==> config.mk <==
export PLATFORM = sky130hd
export DESIGN_NAME = pattern_detector_flat
export DESIGN_NICKNAME = d
export VERILOG_FILES = /design/src/rtl/pattern_detector_if.sv /design/src/rtl/pattern_detector.sv /design/src/flat_wrapper.sv
export SDC_FILE = /design/constraint.sdc
export NUM_CORES = 1
export LEC_CHECK = 0
export CORE_AREA = 2 2 39 41
export CTS_CLUSTER_SIZE = 12
export DETAILED_ROUTE_END_ITERATION = 12
export DIE_AREA = 0 0 41 43
export PLACE_DENSITY = 0.55
export SETUP_SLACK_MARGIN = 0.1
export SLEW_MARGIN = 20
export SYNTH_ARGS = -nofsm -noshare
export SYNTH_HDL_FRONTEND = slang
export SYNTH_SLANG_ARGS = --single-unit
==> constraint.sdc <==
create_clock -name clk -period 2.83 [get_ports clk]
set_clock_uncertainty 0.15 [all_clocks]
set_input_delay 0.566 -clock clk [delete_from_list [all_inputs] [get_ports clk]]
set_output_delay 0.566 -clock clk [all_outputs]
set_load 0.05 [all_outputs]
==> src/rtl/pattern_detector_if.sv <==
// pattern_detector_if: character stream in, sticky match flag out with consumer acknowledge
interface pattern_detector_if;
   logic [7:0] data;
   logic       ack;
   logic       found_pattern;
   modport master (output data, output ack, input found_pattern);
   modport slave (input data, input ack, output found_pattern);
endinterface

==> src/rtl/pattern_detector.sv <==
// pattern_detector: flags each occurrence of "boabz" in a byte stream until acknowledged
module pattern_detector (
   input logic               clk,
   input logic               reset_sync,
   pattern_detector_if.slave bus
);
   typedef enum logic [2:0] {S0, S1, S2, S3, S4} state_t;
   localparam logic [7:0] C_B = 8'h62;
   localparam logic [7:0] C_O = 8'h6F;
   localparam logic [7:0] C_A = 8'h61;
   localparam logic [7:0] C_Z = 8'h7A;
   state_t r_state, w_next;
   logic   r_found;
   logic   w_match;
   logic   w_is_b, w_is_o, w_is_a;
   assign w_is_b  = bus.data == C_B;
   assign w_is_o  = bus.data == C_O;
   assign w_is_a  = bus.data == C_A;
   assign w_match = (r_state == S4) && (bus.data == C_Z);
   // next prefix length, falling back to the longest proper suffix that is still a prefix
   always_comb begin
      w_next = S0;
      case (r_state)
         S0:      w_next = w_is_b ? S1 : S0;
         S1:      w_next = w_is_o ? S2 : w_is_b ? S1 : S0;
         S2:      w_next = w_is_a ? S3 : w_is_b ? S1 : S0;
         S3:      w_next = w_is_b ? S4 : S0;
         S4:      w_next = w_is_o ? S2 : w_is_b ? S1 : S0;
         default: w_next = S0;
      endcase
   end
   // match state and sticky flag; a new match outranks a same-edge ack
   always_ff @(posedge clk or negedge reset_sync) begin
      if (!reset_sync) begin
         r_state <= S0;
         r_found <= 1'b0;
      end else begin
         r_state <= w_next;
         r_found <= w_match ? 1'b1 : bus.ack ? 1'b0 : r_found;
      end
   end
   assign bus.found_pattern = r_found;
endmodule

==> src/flat_wrapper.sv <==
// flat-port wrapper written by rule: the top's interface ports become plain ports
module pattern_detector_flat 
  (clk, reset_sync, bus_data, bus_ack, bus_found_pattern);
  pattern_detector_if bus_i ();
  input logic clk;
  input logic reset_sync;
  input wire logic [$bits(bus_i.data)-1:0] bus_data;
  input wire logic [$bits(bus_i.ack)-1:0] bus_ack;
  output wire logic [$bits(bus_i.found_pattern)-1:0] bus_found_pattern;
  assign bus_i.data = bus_data;
  assign bus_i.ack = bus_ack;
  assign bus_found_pattern = bus_i.found_pattern;
  pattern_detector u_core (.clk(clk), .reset_sync(reset_sync), .bus(bus_i));
endmodule
After elaboration in Yosys (flattened, before gate mapping)

Cells that the tools add are included.

Register bits: 4
Input port bits: 11
Output and inout bits: 1

Equality and inequality tests: 8
Multiplexer cells: 7
Reductions and logical operators: 4

Operator list:

| cell                 | count |
|---|---|
| $eq A8 B7 Y1 const B | 4 |
| $pmux W3 S4          | 1 |
| $mux W3              | 3 |
| $eq A3 B2 Y1 const B | 2 |
| $eq A3 B1 Y1 const B | 1 |
| $eq A3 B3 Y1 const B | 1 |
| $logic_not A3 Y1     | 1 |
| $mux W1              | 3 |
| $reduce_bool A2 Y1   | 1 |
| $reduce_or A2 Y1     | 1 |
| $logic_and A1 B1 Y1  | 1 |

Depth between registers and ports, before layout

Gate-level depths: netlist of the first run.

Depth after elaboration: 4
Depth in mapped cells: 3

Least setup slack after synthesis of the first run

Ideal clock, no wire load.

Path type: input port to flip-flop
Start point: in bus_data[7]
End point: reg u_core.r_state[0]
Arrival: 1.222 ns
Required time: 2.607 ns
Path slack: 1.385 ns
Stages: 3
Buffers on the path: 0
Cell sequence: nand3b_4 or4_4 a21oi_2

Word-level cells in the longest chain between the ends: 4
Elaborated cells between the ends (all ways): 7
Those cells by class: eq/ne: 3; mux: 4

Ends and longest elaborated chain:

| item                       | line                                                                   | RTL |
|---|---|---|
| from (decl)                | flat_wrapper.sv:7                                                      | `input wire logic [$bits(bus_i.data)-1:0] bus_data;` |
| $eq A8 B7 Y1               | pattern_detector.sv:16                                                 | `assign w_is_b = bus.data == C_B;` |
| $mux W1                    | n/a                                                                    |  |
| $mux W3 (on tied branches) | pattern_detector.sv:25, pattern_detector.sv:28, pattern_detector.sv:26 |  |
| $pmux W3 S4 (*)            | pattern_detector.sv:23                                                 | `case (r_state)` |
| via u_core.w_next[0]       | pattern_detector.sv:12                                                 | `state_t r_state, w_next;` |
| to (signal assigned)       | pattern_detector.sv:38                                                 | `r_state <= w_next;` |
| to (decl)                  | pattern_detector.sv:12                                                 |  |

The timed path passes the listed nets; every way through them passes the cells marked *.
A chain may end at the register's enable or synchronous reset.

Worst setup path after layout of the first run

Start point: reg u_core.r_found (netlist: u_core.bus.found_pattern)
End point: out bus_found_pattern

RTL lines:

| item                   | line                   | RTL |
|---|---|---|
| from (decl)            | pattern_detector.sv:13 | `logic r_found;` |
| from (signal assigned) | pattern_detector.sv:39 | `r_found <= w_match ? 1'b1 : bus.ack ? 1'b0 : r_found;` |
| to (decl)              | flat_wrapper.sv:9      | `output wire logic [$bits(bus_i.found_pattern)-1:0] bus_found_pattern;` |

No word-level cell between the ends.

==> impl_metrics.json, run 1 <==
{
  "rsz0062_at_grt": "no",
  "clock_latency_ns": 0.23,
  "groute.usage.overall_pct": 8.141,
  "mappedNetlistArea_um2": 256.5,
  "tns_ns": 0,
  "r2r_end": "u_core.r_state[1]$_DFF_PN0_",
  "numCtsBuffers": 3,
  "hpwlAfterDp_um": 465.2,
  "seqCellArea_um2": 100.1,
  "drtIter0Drc": 0,
  "drc_errors": 0,
  "status": "completed",
  "crit_path_end_kind": "output port",
  "relSlewSlack_pct": 67.38,
  "hold_path.startpoint": "u_core.bus.found_pattern$_DFFE_PN0P_",
  "syn_avg_cell_area_um2": 9.865,
  "ys_warn_count": 0,
  "crit_family": "buffers and inverters",
  "arrival_ns": 1.36,
  "cts_resized": 0,
  "syn_to_final_growth_pct": 59.51,
  "cts_tree": "built",
  "worstRegToRegCells": 3,
  "finalHoldViolations": 0,
  "min_delay_path_depth": 2,
  "dr.pass1.iters": 1,
  "die-area_mm2": 0.001763,
  "vias": 243,
  "io_buffers": 11,
  "p_per_area_mw_per_mm2": 363.6,
  "h-tree-depth": 1,
  "seq_area_frac_synth_pct": 39.02,
  "yosys_register_bits": 4,
  "gp_congestion": 0.7141,
  "tightest_slew_ns": 0.4878,
  "syn_inst": 26,
  "overflow": 0,
  "clk_pin_slew_ns": 0.04,
  "core_area_mm2": 0.001384,
  "multi_input_area_um2": 152.6,
  "cpPeakStageDelay_ns": 0.80,
  "fmax_mhz": 481.4,
  "clock-root-buffer": "clkbuf_4",
  "die_w_um": 41,
  "ir_drop_mv": 0.08465,
  "required_ns": 2.11,
  "final_net_count": 53,
  "ioPinCount": 12,
  "drt-total-wl_um": 554,
  "vias_per_cell": 4.339,
  "grt_max_degree": 7,
  "synth.distinct_cells": 17,
  "maxSlewViolCount": 0,
  "min_period_ns": 2.077,
  "min_path_type": "reg -> reg",
  "r2r-start": "u_core.r_state[2]$_DFF_PN0_",
  "p_leak_nw": 0.1660,
  "wl_per_cell_um": 9.893,
  "grt_antenna_before_repair": 0,
  "worst_path_max_delay_cell": "clkdlybuf4s50_1",
  "layout-drive-gt1-share_pct": 15.00,
  "worstPathMaxFanout": 2,
  "grt_pass1_vias": 257,
  "p_total_mw": 0.1488,
  "worstSetupPathType": "reg -> out",
  "clkSinkCount": 4,
  "postCtsSetupBuffers": 0,
  "maxCapViolations": 0,
  "clock_path_buffers": 2,
  "cp_num_buf_inv": 1,
  "rows": 14,
  "startpoint_type": "register",
  "start_util_pct": 18.54,
  "rrSetupSlack_ns": 1.57,
  "grt_pass1_wl_um": 931,
  "antenna_cells": 0,
  "setup_viol": 0,
  "path_cells": "clkdlybuf4s50_1",
  "hold_path_end": "u_core.bus.found_pattern$_DFFE_PN0P_",
  "n_fill_cell": 154,
  "postCtsHoldBufs": 0,
  "syn_nets": 37,
  "die_y_um": 43,
  "ant_nets": 0,
  "finalCritPeriodShare_pct": 73.40
}
[cell usage after synthesis]
master	count	area share, %
a211oi_1	1	2.9
a21oi_1	1	1.9
a21oi_2	1	3.4
and4b_1	1	3.9
and4bb_1	1	4.9
dfrtp_1	4	39
inv_1	1	1.5
nand3_1	3	5.9
nand3b_4	1	7.8
nand4_1	1	2.4
nand4b_1	1	3.4
nor2_1	4	5.9
nor2b_1	2	4.9
o21ai_1	1	1.9
o22ai_1	1	2.4
or4_4	1	4.4
xor2_1	1	3.4
[cell type report]
type	count	share of cell area, %
Sequential cell	4	24.46
Timing Repair Buffer	11	26.91
Clock buffer	3	5.505
Inverter	1	0.9174
Tap cell	16	4.893
Multi-Input combinational cell	21	37.31
[cell families (layout without fill, tap and decap cells)]
logic type	after synthesis	in the layout	share of synthesized area, %
simple gates	15	15	43.41
compound gates	5	5	12.68
flops	4	4	39.03
xor+xnor	1	1	3.415
buf+inv	1	15	1.462
[worst register-to-register path: cells and delay by family, from the launching register on]
family | cells | cell delay, ns
DFF | 1 | 0.42
AOI/OAI and AO/OA | 1 | 0.25
and+or+nand+nor | 2 | 0.34
[layout by cell type (no fill, tap or decap), drive strengths merged]
cell type	count
a211oi	1
a21oi	2
and4b	1
and4bb	1
clkbuf	3
clkdlybuf4s50	11
dfrtp	4
inv	1
nand3	3
nand3b	1
nand4	1
nand4b	1
nor2	4
nor2b	2
o21ai	1
o22ai	1
or4	1
xor2	1
[state kept, by name, indices dropped and copies added (netlist names)]
register and cells:
u_core.r_state 3, u_core.bus.found_pattern 1
[power by group]
group / internal (mW) / switching [mW] / total, mW
combinational: 0.0151 / 0.00760 / 0.0227
sequential: 0.0576 / 0.0000825 / 0.0577
clock: 0.0473 / 0.0211 / 0.0683
total: 0.120 / 0.0287 / 0.149
[worst max-delay path by stage]
stage                                               startpoint                           to  slack [ns]  depth (start not counted)
after global placement                             bus_data[5]  u_core.r_state[0]$_DFF_PN0_        0.91                          4
after CTS                 u_core.bus.found_pattern$_DFFE_PN0P_            bus_found_pattern        0.74                          1
after floorplan                                    bus_data[7]  u_core.r_state[0]$_DFF_PN0_        1.39                          3
after detailed placement                           bus_data[5]  u_core.r_state[0]$_DFF_PN0_        0.91                          4
after global routing      u_core.bus.found_pattern$_DFFE_PN0P_            bus_found_pattern        0.71                          1
final                     u_core.bus.found_pattern$_DFFE_PN0P_            bus_found_pattern        0.75                          1
[metrics by stage]
stage	hold WS [ns]	setup slack, ns	area (um^2)	utilization [%]	cells
6_report	0.3744	0.7528	409.1	29.57	56
5_1_grt	0.3907	0.7149	409.1	29.57	56
4_1_cts	0.3820	0.7353	409.1	29.57	56
3_5_place_dp	0.3763	0.9095	386.6	27.94	53
3_3_place_gp	0.3731	0.9076	386.6	27.94	53
2_1_floorplan	0.1204	1.385	256.5	-	26
[routing by layer]
layer	track usage [%]	part of all wire [%]
met5	0	0
met4	10.00	0
met3	0	4.0
met2	12.19	52
met1	8.710	44
(Power assumes the default switching activity.)
==> run 2, diff against run 1 <==
==> constraint.sdc (replaced) <==
create_clock -name clk -period 2.1 [get_ports clk]
set_clock_uncertainty 0.15 [all_clocks]
set_input_delay 0.42 -clock clk [delete_from_list [all_inputs] [get_ports clk]]
set_output_delay 0.42 -clock clk [all_outputs]
set_load 0.05 [all_outputs]
==> run 2 against run 1 <==
Net effect: utilization unchanged; sequential share of layout area unchanged; worst setup slack worse by 0.57 ns; total power up 35%; combinational power up 36%; register-to-register slack worse by 0.73 ns; cell count unchanged; final area unchanged; count of clock-buffer cells in the layout unchanged; global-route usage down 0.80 points; via count up 7.8%; largest power group unchanged.
==> impl_metrics.json, run 2 (synthesized netlist as in run 1, its figures left out) <==
{
  "regMostFlops": "u_core.r_state",
  "min_period_ns": 1.920,
  "cp_num_buf_inv": 1,
  "h-tree-depth": 1,
  "switching_power_mw": 0.03967,
  "p_leak_nw": 0.1660,
  "crit_family": "buffers and inverters",
  "ioPinCount": 12,
  "hpwlAfterDp_um": 458.9,
  "worstPathMaxFanout": 2,
  "n_fill_cell": 157,
  "rsz0062_at_grt": "no",
  "dr.pass1.iters": 4,
  "die_y_um": 43,
  "finalCritPeriodShare_pct": 91.42,
  "grt_antenna_before_repair": 0,
  "status": "completed",
  "clock_latency_ns": 0.23,
  "gp_congestion": 0.7275,
  "io_buffers": 11,
  "drc_errors": 0,
  "final_cell_mix": "clkdlybuf4s50_1, nor2_1, dfrtp_1",
  "fmax_mhz": 520.9,
  "cts_tree": "built",
  "clockPowerShare_pct": 46.1,
  "p_per_area_mw_per_mm2": 492.3,
  "final_net_count": 53,
  "rows": 14,
  "path_cells": "clkdlybuf4s50_1",
  "cpPeakStageDelay_ns": 0.79,
  "postCtsHoldBufs": 0,
  "combPwrFrac_pct": 15.3,
  "clkSinkCount": 4,
  "grt_pass1_wl_um": 834,
  "layout-drive-gt1-share_pct": 15.00,
  "clock_path_buffers": 2,
  "tightest_slew_ns": 0.4878,
  "groute.usage.overall_pct": 7.337,
  "wl_per_cell_um": 10.16,
  "maxCapViolations": 0,
  "p_total_mw": 0.2014,
  "overflow": 0,
  "core_area_mm2": 0.001384,
  "vias": 262,
  "startpoint_type": "register",
  "switching_share_pct": 19.70,
  "start_util_pct": 18.54,
  "fin_cells": 56,
  "postCtsSetupBuffers": 0,
  "maxSlewViolCount": 0,
  "arrival_ns": 1.35,
  "setup_viol": 0,
  "clock-root-buffer": "clkbuf_4",
  "die-area_mm2": 0.001763,
  "largest_reg_flops": 3,
  "die_w_um": 41,
  "worst_path_max_delay_cell": "clkdlybuf4s50_1",
  "grt_pass1_vias": 248,
  "finalHoldViolations": 0,
  "vias_per_cell": 4.679,
  "tns_ns": 0,
  "drt-total-wl_um": 569,
  "final_common_cell": "clkdlybuf4s50_1",
  "intPower_mw": 0.1617,
  "numCtsBuffers": 3,
  "seqPwrFrac_pct": 38.6,
  "relSlewSlack_pct": 67.38,
  "clk_pin_slew_ns": 0.04,
  "drtIter0Drc": 2,
  "ir_drop_mv": 0.1269,
  "syn_to_final_growth_pct": 59.51,
  "required_ns": 1.53,
  "place_inst": 53,
  "crit_path_end_kind": "output port",
  "worstSetupPathType": "reg -> out",
  "grt_max_degree": 7,
  "cts_resized": 0,
  "whs_ns": 0.2368,
  "min_path_type": "in -> async",
  "antenna_cells": 0,
  "ant_nets": 0,
  "final_util_pct": 29.57
}
==> run 2: cell counts in the layout (fill, tap and decap cells not counted) <==
Identical to the previous run, type by type.
==> run 2: power groups by stage <==
stage	Combinational, mW	Sequential (mW)	Clock [mW]
final	0.0309	0.0777	0.0928
after global routing	0.0331	0.0776	0.0984
after CTS	0.0311	0.0777	0.0963
after detailed placement	0.0311	0.0786	0
after global placement	0.0309	0.0786	0
after floorplan	0.00642	0.0786	0
==> run 2: metal layers <==
layer,share of wire [%],vias to the layer above,track usage (%)
met1,43,126,7.419
met4,0,0,8.667
met2,52,9,10.63
li1,-,127,-
met5,0,-,0
met3,5.3,0,1.571
==> run 2: metrics by stage <==
stage	setup slack [ns]	instance area (um^2)
5_1_grt	0.1471	409.1
2_1_floorplan	0.8011	256.5
3_3_place_gp	0.3290	386.6
4_1_cts	0.1703	409.1
6_report	0.1802	409.1
3_5_place_dp	0.3191	386.6
==> run 2: worst paths after layout <==
kind	start	to	slack [ns]	cells after the start
max in group asynchronous	reset_sync	u_core.bus.found_pattern$_DFFE_PN0P_	1.40	1
min	reset_sync	u_core.r_state[2]$_DFF_PN0_	0.24	1
max	u_core.bus.found_pattern$_DFFE_PN0P_	bus_found_pattern	0.18	1
max reg2reg	u_core.r_state[2]$_DFF_PN0_	u_core.r_state[1]$_DFF_PN0_	0.84	3
min reg2reg	u_core.bus.found_pattern$_DFFE_PN0P_	u_core.bus.found_pattern$_DFFE_PN0P_	0.38	2
min in group clk	u_core.bus.found_pattern$_DFFE_PN0P_	u_core.bus.found_pattern$_DFFE_PN0P_	0.38	2
==> run 2: cell type report <==
class | instances | area, um^2 | share of cell area [%]
clock buffer | 3 | 22.52 | 5.505
inverter | 1 | 3.754 | 0.9174
multi-input combinational | 21 | 152.6 | 37.31
sequential | 4 | 100.1 | 24.46
tap | 16 | 20.02 | 4.893
timing repair buffer | 11 | 110.1 | 26.91
==> run 3, diff against run 2 <==
--- a/config.mk
+++ b/config.mk
@@ -9,7 +9,9 @@
 export CTS_CLUSTER_SIZE = 12
 export DETAILED_ROUTE_END_ITERATION = 12
 export DIE_AREA = 0 0 41 43
-export PLACE_DENSITY = 0.55
+export DONT_BUFFER_PORTS = 1
+export GPL_ROUTABILITY_DRIVEN = 0
+export PLACE_DENSITY = 0.43
 export SETUP_SLACK_MARGIN = 0.1
 export SLEW_MARGIN = 20
 export SYNTH_ARGS = -nofsm -noshare
==> constraint.sdc (replaced) <==
create_clock -name clk -period 2.3 [get_ports clk]
set_clock_uncertainty 0.15 [all_clocks]
set_input_delay 0.46 -clock clk [delete_from_list [all_inputs] [get_ports clk]]
set_output_delay 0.46 -clock clk [all_outputs]
set_load 0.05 [all_outputs]
==> run 3 against run 2 <==
Net effect: count of clock-buffer cells in the layout is the same; wire length shrank 0.18%; largest cell class unchanged; utilization decreased by 7.2 points; critical path depth decreased by 1; via count is 20% lower.
==> impl_metrics.json, run 3 (synthesized netlist as in run 1, its figures left out) <==
{
  "status": "completed",
  "switching_share_pct": 18.17,
  "groute.usage.overall_pct": 8.835,
  "numCtsBuffers": 3,
  "min_path_type": "in -> reg",
  "r2r_end": "u_core.r_state[1]$_DFF_PN0_",
  "seqPwrFrac_pct": 43.3,
  "startpoint_type": "register",
  "worstRegToRegCells": 3,
  "core_area_mm2": 0.001384,
  "min_period_ns": 1.470,
  "fmax_mhz": 680.2,
  "multi_input_area_um2": 152.6,
  "vias_per_cell": 4.565,
  "tns_ns": 0,
  "worstPathMaxFanout": 2,
  "n_fill_cell": 152,
  "dr.pass1.iters": 5,
  "ioPinCount": 12,
  "seqCellArea_um2": 100.1,
  "overflow": 0,
  "p_total_mw": 0.1638,
  "final_net_count": 43,
  "finalCritPeriodShare_pct": 63.92,
  "rows": 14,
  "p_per_area_mw_per_mm2": 530.0,
  "clock_latency_ns": 0.23,
  "grt_pass1_vias": 237,
  "clock_path_buffers": 2,
  "finalHoldViolations": 0,
  "switching_power_mw": 0.02976,
  "tightest_slew_ns": 0.4807,
  "final_cell_mix": "nor2_1, dfrtp_1, nand3_1, clkbuf_4, nor2b_1",
  "clockPowerShare_pct": 51.3,
  "die_w_um": 41,
  "min_delay_path_depth": 1,
  "ant_nets": 0,
  "maxSlewViolCount": 0,
  "maxCapViolations": 0,
  "io_buffers": 0,
  "crit_path_end_kind": "output port",
  "required_ns": 1.69,
  "grt_pass1_wl_mm": 1.000,
  "hold_path_end": "u_core.r_state[1]$_DFF_PN0_",
  "relSlewSlack_pct": 67.95,
  "wl_per_cell_um": 12.35,
  "hpwlAfterDp_um": 469.6,
  "hold_path.startpoint": "bus_data[4]",
  "dp_slack_ns": 0.9164,
  "combPwrFrac_pct": 5.4,
  "drc_errors": 0,
  "setup_viol": 0,
  "grt_antenna_before_repair": 0,
  "drt-total-wl_um": 568,
  "die-area_mm2": 0.001763,
  "regMostFlops": "u_core.r_state",
  "largest_reg_flops": 3,
  "die_y_um": 43,
  "cts_tree": "built",
  "grt_max_degree": 7,
  "rrSetupSlack_ns": 1.05,
  "syn_to_final_growth_pct": 20.49,
  "layout-drive-gt1-share_pct": 20.00,
  "ir_drop_mv": 0.1048,
  "p_leak_nw": 0.1277,
  "clk_pin_slew_ns": 0.04,
  "r2r-start": "u_core.r_state[2]$_DFF_PN0_",
  "h-tree-depth": 1,
  "clock-root-buffer": "clkbuf_4",
  "setup_ws_ns": 0.8298,
  "postCtsSetupBuffers": 0,
  "clkSinkCount": 4,
  "drtIter0Drc": 2,
  "worstSetupPathType": "reg -> out",
  "vias": 210,
  "start_util_pct": 18.54,
  "intPower_mw": 0.1340,
  "antenna_cells": 0,
  "rsz0062_at_grt": "no",
  "arrival_ns": 0.86
}
## run 3: changes by cell type in the layout (fill, tap and decap cells not counted)
cell,previous run,this run
clkdlybuf4s50_1,11,0
dlygate4sd3_1,0,1
## run 3: per-layer routing
metal	GRT usage (%)	wire length (um)	vias to the layer above
met5	0	0	-
met4	10.00	0	0
met3	2.094	49	0
met2	10.94	287	7
met1	10.93	231	96
li1	-	-	107
## run 3: worst max path at each step
| stage | from | end | slack [ns] | cells past startpoint |
|---|---|---|---|---|
| after floorplan | bus_data[7] | u_core.r_state[0]$_DFF_PN0_ | 0.96 | 3 |
| after global placement | bus_data[7] | u_core.r_state[0]$_DFF_PN0_ | 0.92 | 3 |
| after detailed placement | bus_data[7] | u_core.r_state[0]$_DFF_PN0_ | 0.92 | 3 |
| after CTS | u_core.bus.found_pattern$_DFFE_PN0P_ | bus_found_pattern | 0.82 | 0 |
| after global routing | u_core.bus.found_pattern$_DFFE_PN0P_ | bus_found_pattern | 0.79 | 0 |
| final | u_core.bus.found_pattern$_DFFE_PN0P_ | bus_found_pattern | 0.83 | 0 |
## run 3: repair_timing
action                                 in CTS  in global routing
gates resized for setup                     0                  0
hold buffers                                1                  0
endpoints found under the hold margin       4                  0
## run 3: power by group through the flow
stage / combinational [mW] / sequential, mW / clock (mW)
floorplan: 0.00586 / 0.0718 / 0
global placement: 0.00651 / 0.0718 / 0
detailed placement: 0.00651 / 0.0718 / 0
CTS: 0.00908 / 0.0709 / 0.0887
global route: 0.0101 / 0.0709 / 0.0943
finish: 0.00888 / 0.0710 / 0.0840
## run 3: through the flow
stage          instances  hold WS (ns)  cell area, um^2  utilization [%]
2_1_floorplan         26       0.01441            256.5                -
3_3_place_gp          42       0.01452            276.5            19.98
3_5_place_dp          42       0.01454            276.5            19.98
4_1_cts               46        0.1401            309.0            22.33
5_1_grt               46        0.1512            309.0            22.33
6_report              46        0.1484            309.0            22.33
## run 3: cell type report
cell class	instances	share of cell area, %
well taps	16	6.478
inverters	1	1.215
multi-input cells	21	49.39
flip-flops and latches	4	32.39
clock buffers	3	7.287
repair buffers	1	3.239
==> RTL change 1, RTL diff (config.mk and constraints of run 3) <==
Encoding of `state_t`: now Gray code (3 bits for 5 states).
--- a/src/rtl/pattern_detector.sv
+++ b/src/rtl/pattern_detector.sv
@@ -4,7 +4,7 @@
    input logic               reset_sync,
    pattern_detector_if.slave bus
 );
-   typedef enum logic [2:0] {S0, S1, S2, S3, S4} state_t;
+   typedef enum logic [2:0] {S0 = 3'b000, S1 = 3'b001, S2 = 3'b011, S3 = 3'b010, S4 = 3'b110} state_t;
    localparam logic [7:0] C_B = 8'h62;
    localparam logic [7:0] C_O = 8'h6F;
    localparam logic [7:0] C_A = 8'h61;
Behaviour: same outputs for any inputs over 10 cycles, from zero or initial values and one cycle with reset_sync low; not proved beyond that.
==> RTL change 1 against run 3 <==
- synthesized area is 5.9% lower
- clock power decreased by 2%
- power fell by 2.2%
- synthesized cell count grew 7.7%
- design area fell by 4.9%
- maximum frequency shrank 2.3%
- wire length decreased by 7.0%
- sequential share of layout area grew 1.7 points
- combinational power fell by 22%
- die area did not move
- setup slack got worse by 0.034 ns
- sequential cell count is the same
- critical path type is now reg -> reg
- largest cell class unchanged
==> RTL change 1: results (changes against run 3) <==
* Status: finished clean
* Post-synthesis cell type count at 19 (+2)
* Post-synthesis compound-gate area fraction at 14.5% (+1.8 points)
* Max IR drop VDD at 0.150 mV (+43%)
* Largest net degree at the start of global routing at 7 (unchanged)
* Hold crit path type: in -> reg
* Ys Warns at 0 (unchanged)
* Initial antenna violation count at 0 (unchanged)
* Clock latency at the later pin of the worst-skew pair at 0.23 ns (about the same)
* Avg WL per Cell at 11.0 um (-11%)
* Num CTS Buffers at 3 (unchanged)
* Post-synth top flop: dfrtp_1
* Asr flop ratio synth at 100% (unchanged)
* Fraction of layout cells with a size suffix above 1 at 9.38% (-11 points)
* DR pass1 iterations at 2 (-3)
* Root Buffer: clkbuf_4
* Top cells by area, synth: dfrtp_1, nor2_1, nand4_1, nand2_1, a22o_1
* Post-synthesis mux area share at 0% (unchanged)
* Sw Ratio at 17.1% (-1.0 points)
* Total track usage at 7.57% (-1.3 points)
* Worst slew margin at 68.6% (+0.66 points)
* Post-place setup slack at 0.801 ns (-0.116 ns)
* Syn avg cell area at 8.62 um^2 (-13%)
* Dpl cells at 44 (+4.8%)
* Postcts setup bufs at 0 (unchanged)
* Max FFs per register at 3 (unchanged)
* Clk slew on worst S/H paths at 0.03 ns
* Largest family of logic cells by synthesized area: simple AND/OR/NAND/NOR gates
* Initial DRC count at 1 (-1)
* I/O Buffers at 0 (unchanged)
* Leakage at 0.109 nW (-15%)
* Post-Layout Cell Count at 48 (+4.3%)
* CP arrival at 1.51 ns (+0.65 ns)
* CTS max path bufs at 2 (unchanged)
* Vias in the first global route at 213 (-10%)
* Via/cell ratio at 4.69 (+2.7%)
* First-pass GRT wire length at 841 um (-16%)
* Top cells by count, synth: dfrtp_1, nor2_1, nand2_1
* Post-DP Area at 262 um^2 (-5.4%)
* Synth Area in XOR/XNOR at 3.63% (+0.21 points)
* Nets at 45 (+4.7%)
* Seq/Total Area, Yosys at 41.5% (+2.4 points)
* DP HPWL at 457 um (-2.7%)
* Critical path peak fanout at 4 (+2)
* H-tree Lvls at 1 (unchanged)
* Largest Register: u_core.r_state
* Pins over their slew limit at 0 (unchanged)
* Adder-Cell Fraction of Synth Area at 0% (unchanged)
* Antenna diodes at 0 (unchanged)
* Syn nets at 39 (+5.4%)
==> RTL change 1: power groups by stage <==
stage / Sequential [mW] / Combinational (mW) / Clock, mW
2_1_floorplan: 0.0718 / 0.00397 / 0
3_3_place_gp: 0.0718 / 0.00460 / 0
3_5_place_dp: 0.0718 / 0.00455 / 0
4_1_cts: 0.0709 / 0.00715 / 0.0880
5_1_grt: 0.0708 / 0.00781 / 0.0964
6_report: 0.0709 / 0.00694 / 0.0823
==> RTL change 1: what timing repair did <==
action	in CTS	in global routing
hold buffers	1	0
hold endpoints to repair	4	0
resized for setup	0	0
==> RTL change 1: final timing paths <==
kind	slack, ns	end	start	cells past startpoint
min in group asynchronous	0.35	u_core.r_state[0]	reset_sync	1
hold / removal	0.16	u_core.r_state[2]	bus_data[3]	1
hold reg to reg	0.42	u_core.r_state[2]	u_core.r_state[2]	1
setup reg to reg	0.80	u_core.r_state[0]	u_core.r_state[0]	4
setup / recovery	0.80	u_core.r_state[0]	u_core.r_state[0]	4
max in group asynchronous	1.48	u_core.bus.found_pattern	reset_sync	1
==> RTL change 1: critical path: stages, from the launching register on <==
cell and delay [ns]:
dfrtp_1 0.39, nor2b_1 0.23, xor2_1 0.09, or4_1 0.41
a21oi_1 0.16
==> RTL change 1: routing by layer <==
metal | share of wire (%) | vias up | track usage [%]
met1 | 42 | 103 | 9.15
li1 | - | 112 | -
met4 | 0 | 0 | 8.00
met5 | 0 | - | 0
met3 | 13 | 0 | 5.24
met2 | 45 | 10 | 7.81
==> RTL change 1: final cells by class <==
class | count | area, um^2
well taps | 16 | 20.0
inverters | 1 | 3.75
clock buffers | 3 | 22.5
fillers | 158 | 1090
repair buffers | 1 | 10.0
flip-flops and latches | 4 | 100
multi-input cells | 23 | 138
==> RTL change 2, RTL diff (flow settings as in run 3) <==
Made on the original files. Reset style: synchronous (`reset_sync`), changed in one clocked block.
--- a/src/rtl/pattern_detector.sv
+++ b/src/rtl/pattern_detector.sv
@@ -30,7 +30,7 @@
       endcase
    end
    // match state and sticky flag; a new match outranks a same-edge ack
-   always_ff @(posedge clk or negedge reset_sync) begin
+   always_ff @(posedge clk) begin
       if (!reset_sync) begin
          r_state <= S0;
          r_found <= 1'b0;
Behaviour: differs if reset_sync is asserted again (counterexample within 10 cycles, from zero or initial values and one cycle with reset_sync low); with reset_sync held inactive, the same outputs for 10 cycles.
==> RTL change 2 against run 3 <==
- utilization is 1.2 points lower
- design area is 5.3% lower
- synthesized area down 2.4%
- power up 0.99%
- wire length up 3.0%
- non-clock buffer count down 1
- first-iteration DRC count did not move
- sequential cell count unchanged
- setup slack gained 0.0057 ns
- global-route usage fell by 0.71 points
- register-to-register slack worse by 0.10 ns
- via count up 12%
- critical endpoint unchanged
- largest cell class unchanged
- highest routed layer unchanged
==> RTL change 2: results (changes against run 3) <==
* Max FFs per register at 3 (unchanged)
* Global routing usage on met1 at 10.3% (-0.68 points)
* Top cells by area, synth: dfxtp_1, nand4_1, a2111oi_2, nand3b_1, nor2_1
* Grt met3 use at 5.76% (+3.7 points)
* Postcts setup bufs at 0 (unchanged)
* Total track usage at 8.12% (-0.71 points)
* Post-synthesis compound-gate area fraction at 18.0% (+5.3 points)
* Antenna diodes at 0 (unchanged)
* Clk slew on worst S/H paths at 0.04 ns (about the same)
* Worst reg2reg startpoint: u_core.r_state[1]
* RR Endpoint: u_core.r_state[1]
* Hold path cells at 1 (unchanged)
* Seq/Total Area, Yosys at 32.0% (-7.0 points)
* DP HPWL at 460 um (-2.2%)
* Worst-Margin Slew at 0.499 ns (+0.0185 ns)
* Status: finished clean
* Post-synthesis cell type count at 18 (+1)
* Clock latency at the later pin of the worst-skew pair at 0.23 ns (about the same)
* M2 GR Usage at 9.06% (-1.9 points)
* Synth Area in XOR/XNOR at 3.50% (+0.085 points)
* Post-DP Area at 270 um^2 (-2.3%)
* Nets at 46 (+7.0%)
* Vias in the first global route at 205 (-14%)
* Post-synthesis mux area share at 0% (unchanged)
* Asr flop ratio synth at 0% (-100 points)
* Syn nets at 41 (+11%)
* Num CTS Buffers at 3 (unchanged)
* Fraction of layout cells with a size suffix above 1 at 15.2% (-4.8 points)
* DR pass1 iterations at 2 (-3)
* WHS Endpoint: u_core.r_state[1]
* Final hold slack at 0.148 ns (-0.000605 ns)
* Top cells by count, synth: dfxtp_1, nor2_1, nand4_1
* Critical path peak fanout at 2 (unchanged)
* CP arrival at 0.85 ns
* Max IR drop VDD at 0.167 mV (+59%)
* Post-synth top flop: dfxtp_1
* Ys Warns at 0 (unchanged)
* Via/cell ratio at 4.80 (+5.1%)
* Leakage at 0.0979 nW (-23%)
* Root Buffer: clkbuf_4
* Largest Register: u_core.r_state
* Avg WL per Cell at 11.9 um (-3.3%)
* First-pass GRT wire length at 910 um (-9.0%)
* Flop2flop setup slack at 0.95 ns (-0.10 ns)
* Largest net degree at the start of global routing at 8 (+1)
* Worst Hold Launch: bus_data[4]
RTL change 2: worst max path at each step:
| stage | startpoint | to | slack [ns] | cells past startpoint |
|---|---|---|---|---|
| finish | u_core.bus.found_pattern | bus_found_pattern | 0.84 | 0 |
| global route | u_core.bus.found_pattern | bus_found_pattern | 0.80 | 0 |
| CTS | u_core.bus.found_pattern | bus_found_pattern | 0.82 | 0 |
| detailed placement | bus_data[3] | u_core.r_state[1] | 0.97 | 3 |
| global placement | u_core.r_state[1] | u_core.r_state[1] | 0.94 | 3 |
| floorplan | bus_data[3] | u_core.r_state[1] | 1.03 | 3 |
RTL change 2: worst reg2reg max path, stage by stage, from the launching register on:
cell	delay (ns)
dfxtp_1	0.35
nor2b_1	0.23
nand4_1	0.15
a2111oi_2	0.36
RTL change 2: routing by layer:
metal	routed length [um]	vias up
met1	287	105
met5	0	-
met3	73	0
li1	-	120
met4	0	0
met2	224	10
RTL change 2: metrics by stage:
stage	total power [mW]	instances	utilization (%)	setup slack (ns)
finish	0.165	49	21.2	0.835
global route	0.176	49	21.2	0.799
CTS	0.171	49	21.2	0.824
detailed placement	0.0792	46	19.5	0.974
global placement	0.0794	46	19.5	0.941
floorplan	0.0781	30	-	1.03
RTL change 2: area by class of cell:
cell class	count	area, um^2
fill	158	1090
multi-input combinational	26	170
sequential	4	80.1
clock buffer	3	22.5
tap	16	20.0
RTL change 2: where the power goes:
part	internal (mW)	switching, mW	leakage (nW)
registers	0.0697	0.0000622	0.0322
logic	0.00428	0.00393	0.0519
clock network	0.0584	0.0290	0.0138
total	0.132	0.0330	0.0979
